`src/rtl/aes_pkg.sv`:
```
// Shared definitions for the AES round sequencer: FSM encoding, counter width
// and the rule tying the round count to the key length.
package aes_pkg;

  localparam int CNT_W = 4;

  typedef enum logic [2:0] {
    ST_IDLE,
    ST_INIT,
    ST_ROUND,
    ST_FINAL,
    ST_DONE
  } seq_state_e;

  function automatic int nr_from_nk(input int nk);
    return nk + 6;
  endfunction

  function automatic bit nk_supported(input int nk);
    return (nk == 4) || (nk == 6) || (nk == 8);
  endfunction

endpackage

```
`src/rtl/aes_round_sequencer.sv`:
```
// Steps one 128-bit block through the AES rounds using an external round
// datapath and key-schedule store, one round per clock.
module aes_round_sequencer
  import aes_pkg::*;
#(
  parameter int Nk = 4,
  parameter int Nr = 10
) (
  input  logic             clk,
  input  logic             rst,
  input  logic             in_valid,
  output logic             in_ready,
  input  logic [127:0]     plaintext,
  output logic [CNT_W-1:0] rk_idx,
  input  logic [127:0]     rk_data,
  output logic [127:0]     rnd_state,
  output logic [127:0]     rnd_key,
  output logic             rnd_final,
  input  logic [127:0]     rnd_result,
  output logic             out_valid,
  input  logic             out_ready,
  output logic [127:0]     ciphertext
);

  if (!nk_supported(Nk) || (Nr != nr_from_nk(Nk))) begin : g_bad_cfg
    $error("aes_round_sequencer: unsupported Nk=%0d / Nr=%0d", Nk, Nr);
  end

  localparam logic [CNT_W-1:0] NR_IDX   = CNT_W'(Nr);
  localparam logic [CNT_W-1:0] LAST_RND = CNT_W'(Nr - 1);

  seq_state_e       r_fsm;
  seq_state_e       w_fsm_nxt;
  logic [127:0]     r_blk;
  logic [127:0]     w_blk_nxt;
  logic [CNT_W-1:0] r_cnt;
  logic [CNT_W-1:0] w_cnt_nxt;
  logic             w_in_ready;
  logic             w_out_valid;
  logic             w_rnd_final;
  logic [CNT_W-1:0] w_rk_idx;

  // NOTE: every signal written below gets a default first, so no path through
  // the case statement can leave one unassigned and infer a latch.
  always_comb begin
    w_fsm_nxt   = r_fsm;
    w_blk_nxt   = r_blk;
    w_cnt_nxt   = r_cnt;
    w_in_ready  = 1'b0;
    w_out_valid = 1'b0;
    w_rnd_final = 1'b0;
    w_rk_idx    = '0;

    case (r_fsm)
      ST_IDLE: begin
        w_in_ready = 1'b1;
      end
      ST_INIT: begin
        w_blk_nxt = r_blk ^ rk_data;
        w_cnt_nxt = CNT_W'(1);
        w_fsm_nxt = ST_ROUND;
      end
      ST_ROUND: begin
        w_rk_idx  = r_cnt;
        w_blk_nxt = rnd_result;
        w_cnt_nxt = r_cnt + CNT_W'(1);
        if (r_cnt == LAST_RND) begin
          w_fsm_nxt = ST_FINAL;
        end
      end
      ST_FINAL: begin
        w_rk_idx    = NR_IDX;
        w_rnd_final = 1'b1;
        w_blk_nxt   = rnd_result;
        w_fsm_nxt   = ST_DONE;
      end
      ST_DONE: begin
        w_out_valid = 1'b1;
        w_in_ready  = out_ready;
        if (out_ready) begin
          w_fsm_nxt = ST_IDLE;
        end
      end
      default: begin
        w_fsm_nxt = ST_IDLE;
      end
    endcase

    // A block taken while leaving DONE skips IDLE entirely.
    if (in_valid && w_in_ready) begin
      w_blk_nxt = plaintext;
      w_cnt_nxt = '0;
      w_fsm_nxt = ST_INIT;
    end
  end

  // NOTE: state registers use non-blocking assignments so every flop samples
  // the values computed before this edge, independent of block ordering.
  always_ff @(posedge clk) begin
    if (rst) begin
      r_fsm <= ST_IDLE;
    end else begin
      r_fsm <= w_fsm_nxt;
    end
  end

  // NOTE: the block register is reset even though it is pure data, because it
  // drives the ciphertext port, which must read zero after reset.
  always_ff @(posedge clk) begin
    if (rst) begin
      r_blk <= '0;
      r_cnt <= '0;
    end else begin
      r_blk <= w_blk_nxt;
      r_cnt <= w_cnt_nxt;
    end
  end

  assign in_ready   = w_in_ready;
  assign rk_idx     = w_rk_idx;
  assign rnd_state  = r_blk;
  assign rnd_key    = rk_data;
  assign rnd_final  = w_rnd_final;
  assign out_valid  = w_out_valid;
  assign ciphertext = r_blk;

endmodule
```
`config.mk`:
```
export PLATFORM = sky130hd
export DESIGN_NAME = aes_round_sequencer
export DESIGN_NICKNAME = d
export VERILOG_FILES = /design/src/rtl/aes_pkg.sv /design/src/rtl/aes_round_sequencer.sv
export SDC_FILE = /design/constraint.sdc
export NUM_CORES = 1
export LEC_CHECK = 0
export CORE_AREA = 5 5 300 302
export DETAILED_ROUTE_END_ITERATION = 7
export DIE_AREA = 0 0 305 307
export GPL_TIMING_DRIVEN = 0
export PLACE_DENSITY_LB_ADDON = 0.1
export SLEW_MARGIN = 0
export SYNTH_ARGS = -nofsm -noshare
export SYNTH_HDL_FRONTEND = slang
export SYNTH_SLANG_ARGS = --single-unit
```
`constraint.sdc`:
```
create_clock -name clk -period 3.4 [get_ports clk]
set_input_delay 0.51 -clock clk [delete_from_list [all_inputs] [get_ports clk]]
set_output_delay 0.51 -clock clk [all_outputs]
set_load 0.05 [all_outputs]
```
==> results of run 1 <==
[registers in the layout (all words and copies together) (netlist names)]
| signal | flops |
|---|---|
| ciphertext | 128 |
| r_cnt | 4 |
| r_fsm | 3 |
[Yosys cell counts]
cell type  count
and2b_1        1
nor2b_1        1
ha_1           2
a221oi_1       1
o22ai_1        2
clkbuf_1      69
a311oi_1     128
a211oi_1       1
nand2_1      256
nor4b_1        1
xnor2_1      129
a21oi_1        6
nand2b_1       1
mux2_2         1
and2_1         2
o31ai_1        1
buf_1          2
nand3_1        1
or3b_1         1
o21ai_0        2
inv_1          2
nor2_1       136
nand4_1        1
o211ai_1     128
nor3_1         6
and3b_1        1
dfxtp_1      135
nand3b_1       1
buf_2         28
buf_6          1
nor4bb_1       2
a21oi_2        1
buf_4        260
[repair_timing]
action	CTS	global route
hold endpoints to repair	0	0
hold buffers	0	0
endpoints found under the setup margin	3	0
resized for setup	1	0
[power groups by stage]
stage	combinational (mW)	sequential (mW)	clock [mW]
finish	5.56	2.22	2.28
global route	5.88	2.27	2.43
CTS	5.65	2.24	2.38
detailed placement	5.63	2.27	0
global placement	5.64	2.26	0
floorplan	2.73	2.91	0
[cell families after synthesis]
| logic type | count (synthesis) | synth area share [%] |
|---|---|---|
| AND/OR/NAND/NOR | 411 | 16.0 |
| multiplexers | 1 | 0.112 |
| AO/OA/AOI/OAI | 270 | 21.6 |
| buffers and inverters | 362 | 23.7 |
| XOR/XNOR | 129 | 11.3 |
| adder cells (fa/ha/maj) | 2 | 0.250 |
| flip-flops | 135 | 27.0 |
[cell usage in the layout, fill, tap and decap left out, drive strengths merged, types with 2 or more instances in the layout]
cell	netlist	routed
a21oi	7	7
dfxtp	135	135
nor2	136	136
clkdlybuf4s50	0	777
a311oi	128	128
inv	2	2
ha	2	2
buf	291	291
diode	0	13
clkbuf	69	89
clkinv	0	5
o21ai	2	2
o22ai	2	2
and2	2	2
o211ai	128	128
xnor2	129	129
bufinv	0	6
nand2	256	256
nor3	6	6
nor4bb	2	2
[worst max-delay path: cells and delay by family (launching register included)]
family,cells,cell delay [ns]
and+or+nand+nor,2,0.32
buffers and inverters,3,1.44
DFF,1,0.42
[layout make-up]
class	count	area share, %
timing repair buffer	777	39.0
multi-input combinational	813	24.7
sequential	135	13.5
buffer	359	11.9
tap	1165	7.30
clock buffer	21	2.31
clock inverter	11	1.10
antenna	13	0.163
inverter	2	0.0376
[path summary, 6_finish.rpt]
check	startpoint	to	slack, ns	depth (start not counted)
max	r_fsm[1]	rnd_final	0.25	5
min	ciphertext[93]	ciphertext[93]	0.55	2
min reg2reg	ciphertext[93]	ciphertext[93]	0.55	2
max reg2reg	r_fsm[2]	ciphertext[62]	0.82	6
[metal layers]
metal	share of wire (%)	wire length, µm	track usage [%]	up-vias
met5	0.028	20	0	-
met4	1.6	1130	3.64	2
met3	6.6	4680	4.60	46
met2	52	36600	26.4	506
met1	40	28100	15.9	5773
li1	-	-	-	5920
[metrics by stage]
step / std cells / power, mW / cell area [µm²] / TNS [ns]
floorplan: 1310 / 5.63 / 10000 / 0
global placement: 3252 / 7.90 / 19200 / -0.641
detailed placement: 3252 / 7.90 / 19200 / -0.660
CTS: 3283 / 10.3 / 19900 / 0
global route: 3287 / 10.6 / 19900 / 0
finish: 3296 / 10.1 / 20000 / 0
==> metrics, run 1 <==
die area 0.0936 mm²; hold slack final 0.549 ns; Inserted Clock Buffers 17; Final period util 92.7%; Post-CTS Setup Bufs 0; Max Clk Rate 317 MHz; vias in the first global route 13157; Syn-to-layout area delta 99.4%; fin nets 2495; IO buf count 777; Setup-failing EPs final 0; Final Hold Violating Endpoints 0; DR vias 12247; cells along the critical path nand2b_1 > buf_4 > clkbuf_1 > nor2_1 > clkdlybuf4s50_1; DRC 0; status finished, final reports clean; Place WS -0.245 ns; Max-slew headroom 26.8%; Clock Sink Count 135; dominant cell type by area after synthesis dfxtp_1; sequential share of the synthesized area 27.0%; Post-Syn Instances 1310; Setup crit start kind register; Worst-Skew Late Latency 0.47 ns; Final min period 3.15 ns; Synth cell types 33; Pre-antenna DRT Iters 4; Yosys top cell area share 27.0%; CP arrival 2.64 ns; Max VDD drop 0.000380 V; HPWL after DPL 58.1 mm; NetSw 4.60 mW; Layout fillers 9648; first-pass GRT wire length 97.8 mm; worst hold path class register to register; crit path setup slack, layout 0.249 ns; Worst setup EP type output port; Least-Margin Pin Slew 1.10 ns; CP max stage cell clkdlybuf4s50_1; Clock power frac 22.7%; area of the multi-input gates 0.00493 mm²; Leak 7.48 nW; Int Pwr 5.47 mW; Cell Area, Synth 0.0100 mm²; Final Wtd Congestion 0.786; Worst Path Max Fanout 17; All-Layer GR Usage 14.3%; CTS clk-pin slew, worst paths 0.07 ns; total grt overflow 0; sequential share of power 22.0%; clk_skew 0.0157 ns; RSZ-0062 raised after global routing no; Syn. warnings 0; Core Area 0.0874 mm²; CTS tree built; Initial Util 11.5%; synth top area cells dfxtp_1 27%, buf_4 19%, xnor2_1 11%; Crit Path Class register to output port; largest net degree at the start of global routing 18; Die W 305 µm; Sw Ratio 45.7%; initial antenna violation count 12; clock root cell clkbuf_16; Worst Path Required 2.89 ns; DR WL/cell 21.4 µm; Max-Cap Viols 0; fin. max-slew vios 0; Comb pwr share 55.3%; htree depth 4; WL final 70.6 mm; FF+latch count, synth 135; row cnt 109; Syn Nets 1700; proportion of layout cells with a drive suffix above 1 15.2%; Critical Path Max Stage Delay 0.90 ns; Core Util, Final 22.8%; post-route ant nets 0; worst-case clock buffer depth 2; syn avg cell area 7.64 µm²; Detailed Route Iter0 Violations 536; Pwr Density 504 mW/mm²; Die Height 307 µm; vias per inst 3.72; # IOs 779; Sequential Area 0.00270 mm²
Power figures use the tool's default switching activity.
==> run 2: changes to the inputs <==
--- a/config.mk
+++ b/config.mk
@@ -9,7 +9,7 @@
 export DETAILED_ROUTE_END_ITERATION = 7
 export DIE_AREA = 0 0 305 307
 export GPL_TIMING_DRIVEN = 0
-export PLACE_DENSITY_LB_ADDON = 0.1
+export PLACE_DENSITY = 0.46
 export SLEW_MARGIN = 0
 export SYNTH_ARGS = -nofsm -noshare
 export SYNTH_HDL_FRONTEND = slang
==> metrics, run 2 (synthesized netlist as in run 1, its figures left out) <==
IO buf count 777 (unchanged); Core Area 0.0874 mm² (unchanged); Crit Path Class register to output port (unchanged); Max VDD drop 0.000359 V (was 0.000380 V); first-pass GRT wire length 100 mm (was 97.8 mm); Max-slew headroom 15.3% (was 26.8%); Detailed Route Iter0 Violations 572 (was 536); Die Height 307 µm (unchanged); # IOs 779 (unchanged); fin nets 2495 (unchanged); worst-case clock buffer depth 2 (unchanged); Place WS 0.169 ns (was -0.245 ns); Setup-failing EPs final 0 (unchanged); max reg flops 128 (unchanged); Pre-antenna DRT Iters 5 (was 4); fin. max-slew vios 0 (unchanged); RSZ-0062 raised after global routing no (unchanged); crit path setup slack, layout 0.210 ns (was 0.249 ns); CP arrival 2.68 ns (was 2.64 ns); die area 0.0936 mm² (unchanged); CTS clk-pin slew, worst paths 0.07 ns (about the same); post-route ant nets 0 (unchanged); initial antenna violation count 8 (was 12); CTS tree built (unchanged); WL final 74.1 mm (was 70.6 mm); Syn-to-layout area delta 98.9% (was 99.4%); clk_skew 0.0141 ns (was 0.0157 ns); Worst Path Max Fanout 20 (was 17); Final period util 93.8% (was 92.7%); row cnt 109 (unchanged); Final min period 3.19 ns (was 3.15 ns); All-Layer GR Usage 14.9% (was 14.3%); Int Pwr 5.32 mW (was 5.47 mW); DR WL/cell 22.5 µm (was 21.4 µm); Worst Path Required 2.89 ns (about the same); Worst-Skew Late Latency 0.47 ns (about the same); area post-placement 0.0192 mm² (about the same); Initial Util 11.5% (unchanged); Worst setup EP type output port (unchanged); status finished, final reports clean (unchanged); commonest non-fill, non-tap cell in the layout clkdlybuf4s50_1 (unchanged); Clock power frac 21.8% (was 22.7%); Die W 305 µm (unchanged); DRC 0 (unchanged); proportion of layout cells with a drive suffix above 1 15.3% (was 15.2%); sequential share of power 21.9% (was 22.0%); Comb pwr share 56.4% (was 55.3%); largest net degree at the start of global routing 20 (was 18); worst hold path class register to register (unchanged); Final Hold Violating Endpoints 0 (unchanged); vias per inst 3.78 (was 3.72); Post-CTS Setup Bufs 0 (unchanged); post-route cell area 0.0199 mm² (was 0.0200 mm²); Sw Ratio 47.5% (was 45.7%); htree depth 4 (unchanged); Clock Sink Count 135 (unchanged); Inserted Clock Buffers 17 (unchanged); Max Clk Rate 314 MHz (was 317 MHz); most frequent cells in the layout 777 x clkdlybuf4s50_1, 260 x buf_4, 256 x nand2_1 (was 777 x clkdlybuf4s50_1, 261 x buf_4, 256 x nand2_1); Least-Margin Pin Slew 1.27 ns (was 1.10 ns); HPWL after DPL 61.5 mm (was 58.1 mm); vias in the first global route 12591 (was 13157); DR vias 12423 (was 12247); total grt overflow 0 (unchanged); clock root cell clkbuf_16 (unchanged); Pwr Density 509 mW/mm² (was 504 mW/mm²); Final Wtd Congestion 0.802 (was 0.786); Setup crit start kind register (unchanged); NetSw 4.82 mW (was 4.60 mW); Leak 7.47 nW (was 7.48 nW); Max-Cap Viols 0 (unchanged)
-- run 2: cell count changes in the layout (fill, tap and decap cells not counted) --
cell,before,now
clkbuf_1,69,66
clkbuf_8,2,1
clkbuf_4,0,1
inv_6,0,4
clkinv_4,4,3
bufinv_16,6,4
clkinv_2,1,0
buf_2,27,28
buf_4,261,260
clkinvlp_4,0,1
diode_2,13,7
inv_8,0,2
-- run 2: power groups by stage --
stage / Combinational (mW) / Clock [mW] / Sequential [mW]
6_report: 5.72 / 2.21 / 2.22
5_1_grt: 6.02 / 2.36 / 2.26
4_1_cts: 5.80 / 2.32 / 2.23
3_5_place_dp: 5.78 / 0 / 2.26
3_3_place_gp: 5.79 / 0 / 2.26
2_1_floorplan: 2.73 / 0 / 2.91
-- run 2: critical path: stages, from the launching register on --
cell and delay [ns]:
dfxtp_1 0.42, nand2b_1 0.07, buf_2 0.18, clkbuf_4 0.39, nor2_1 0.26, clkdlybuf4s50_1 0.87
-- run 2: final timing paths --
| kind | startpoint | to | slack, ns | cells past startpoint |
|---|---|---|---|---|
| worst max-delay path | r_fsm[1] | rnd_final | 0.21 | 5 |
| worst min-delay path | r_cnt[3] | r_fsm[0] | 0.54 | 2 |
| worst max register to register | r_fsm[1] | ciphertext[104] | 0.41 | 6 |
| worst min register to register | r_cnt[3] | r_fsm[0] | 0.54 | 2 |
-- run 2: what timing repair did --
item / CTS / global route
setup endpoints to repair: 3 / 0
gates resized for setup: 1 / 0
hold buffers: 0 / 0
-- run 2: routing by layer --
layer  share of wire (%)  vias to the layer above  GRT usage (%)
li1                    -                     5935              -
met2                  48                      569           25.2
met3                 7.5                       63           4.82
met4                 2.5                        6           4.18
met1                  42                     5850           18.4
met5               0.063                        -              0
-- run 2: final cells by class --
type                       instances  area [µm²]
sequential                       135        2700
inverter                           2        7.51
multi-input combinational        813        4930
buffer                           359        2370
antenna                            7        17.5
fill                            9758       67500
clock buffer                      18         439
clock inverter                    14         211
tap                             1165        1460
timing repair buffer             777        7780
-- run 2: through the flow --
stage	cells	hold WS, ns	setup TNS, ns	utilization [%]	total power, mW
after detailed placement	3252	0.529	0	22.0	8.05
after CTS	3283	0.537	0	22.8	10.4
after global routing	3283	0.557	0	22.8	10.6
final	3290	0.542	0	22.8	10.1
after global placement	3252	0.526	-1.53	22.0	8.05
after floorplan	1310	0.489	0	-	5.63
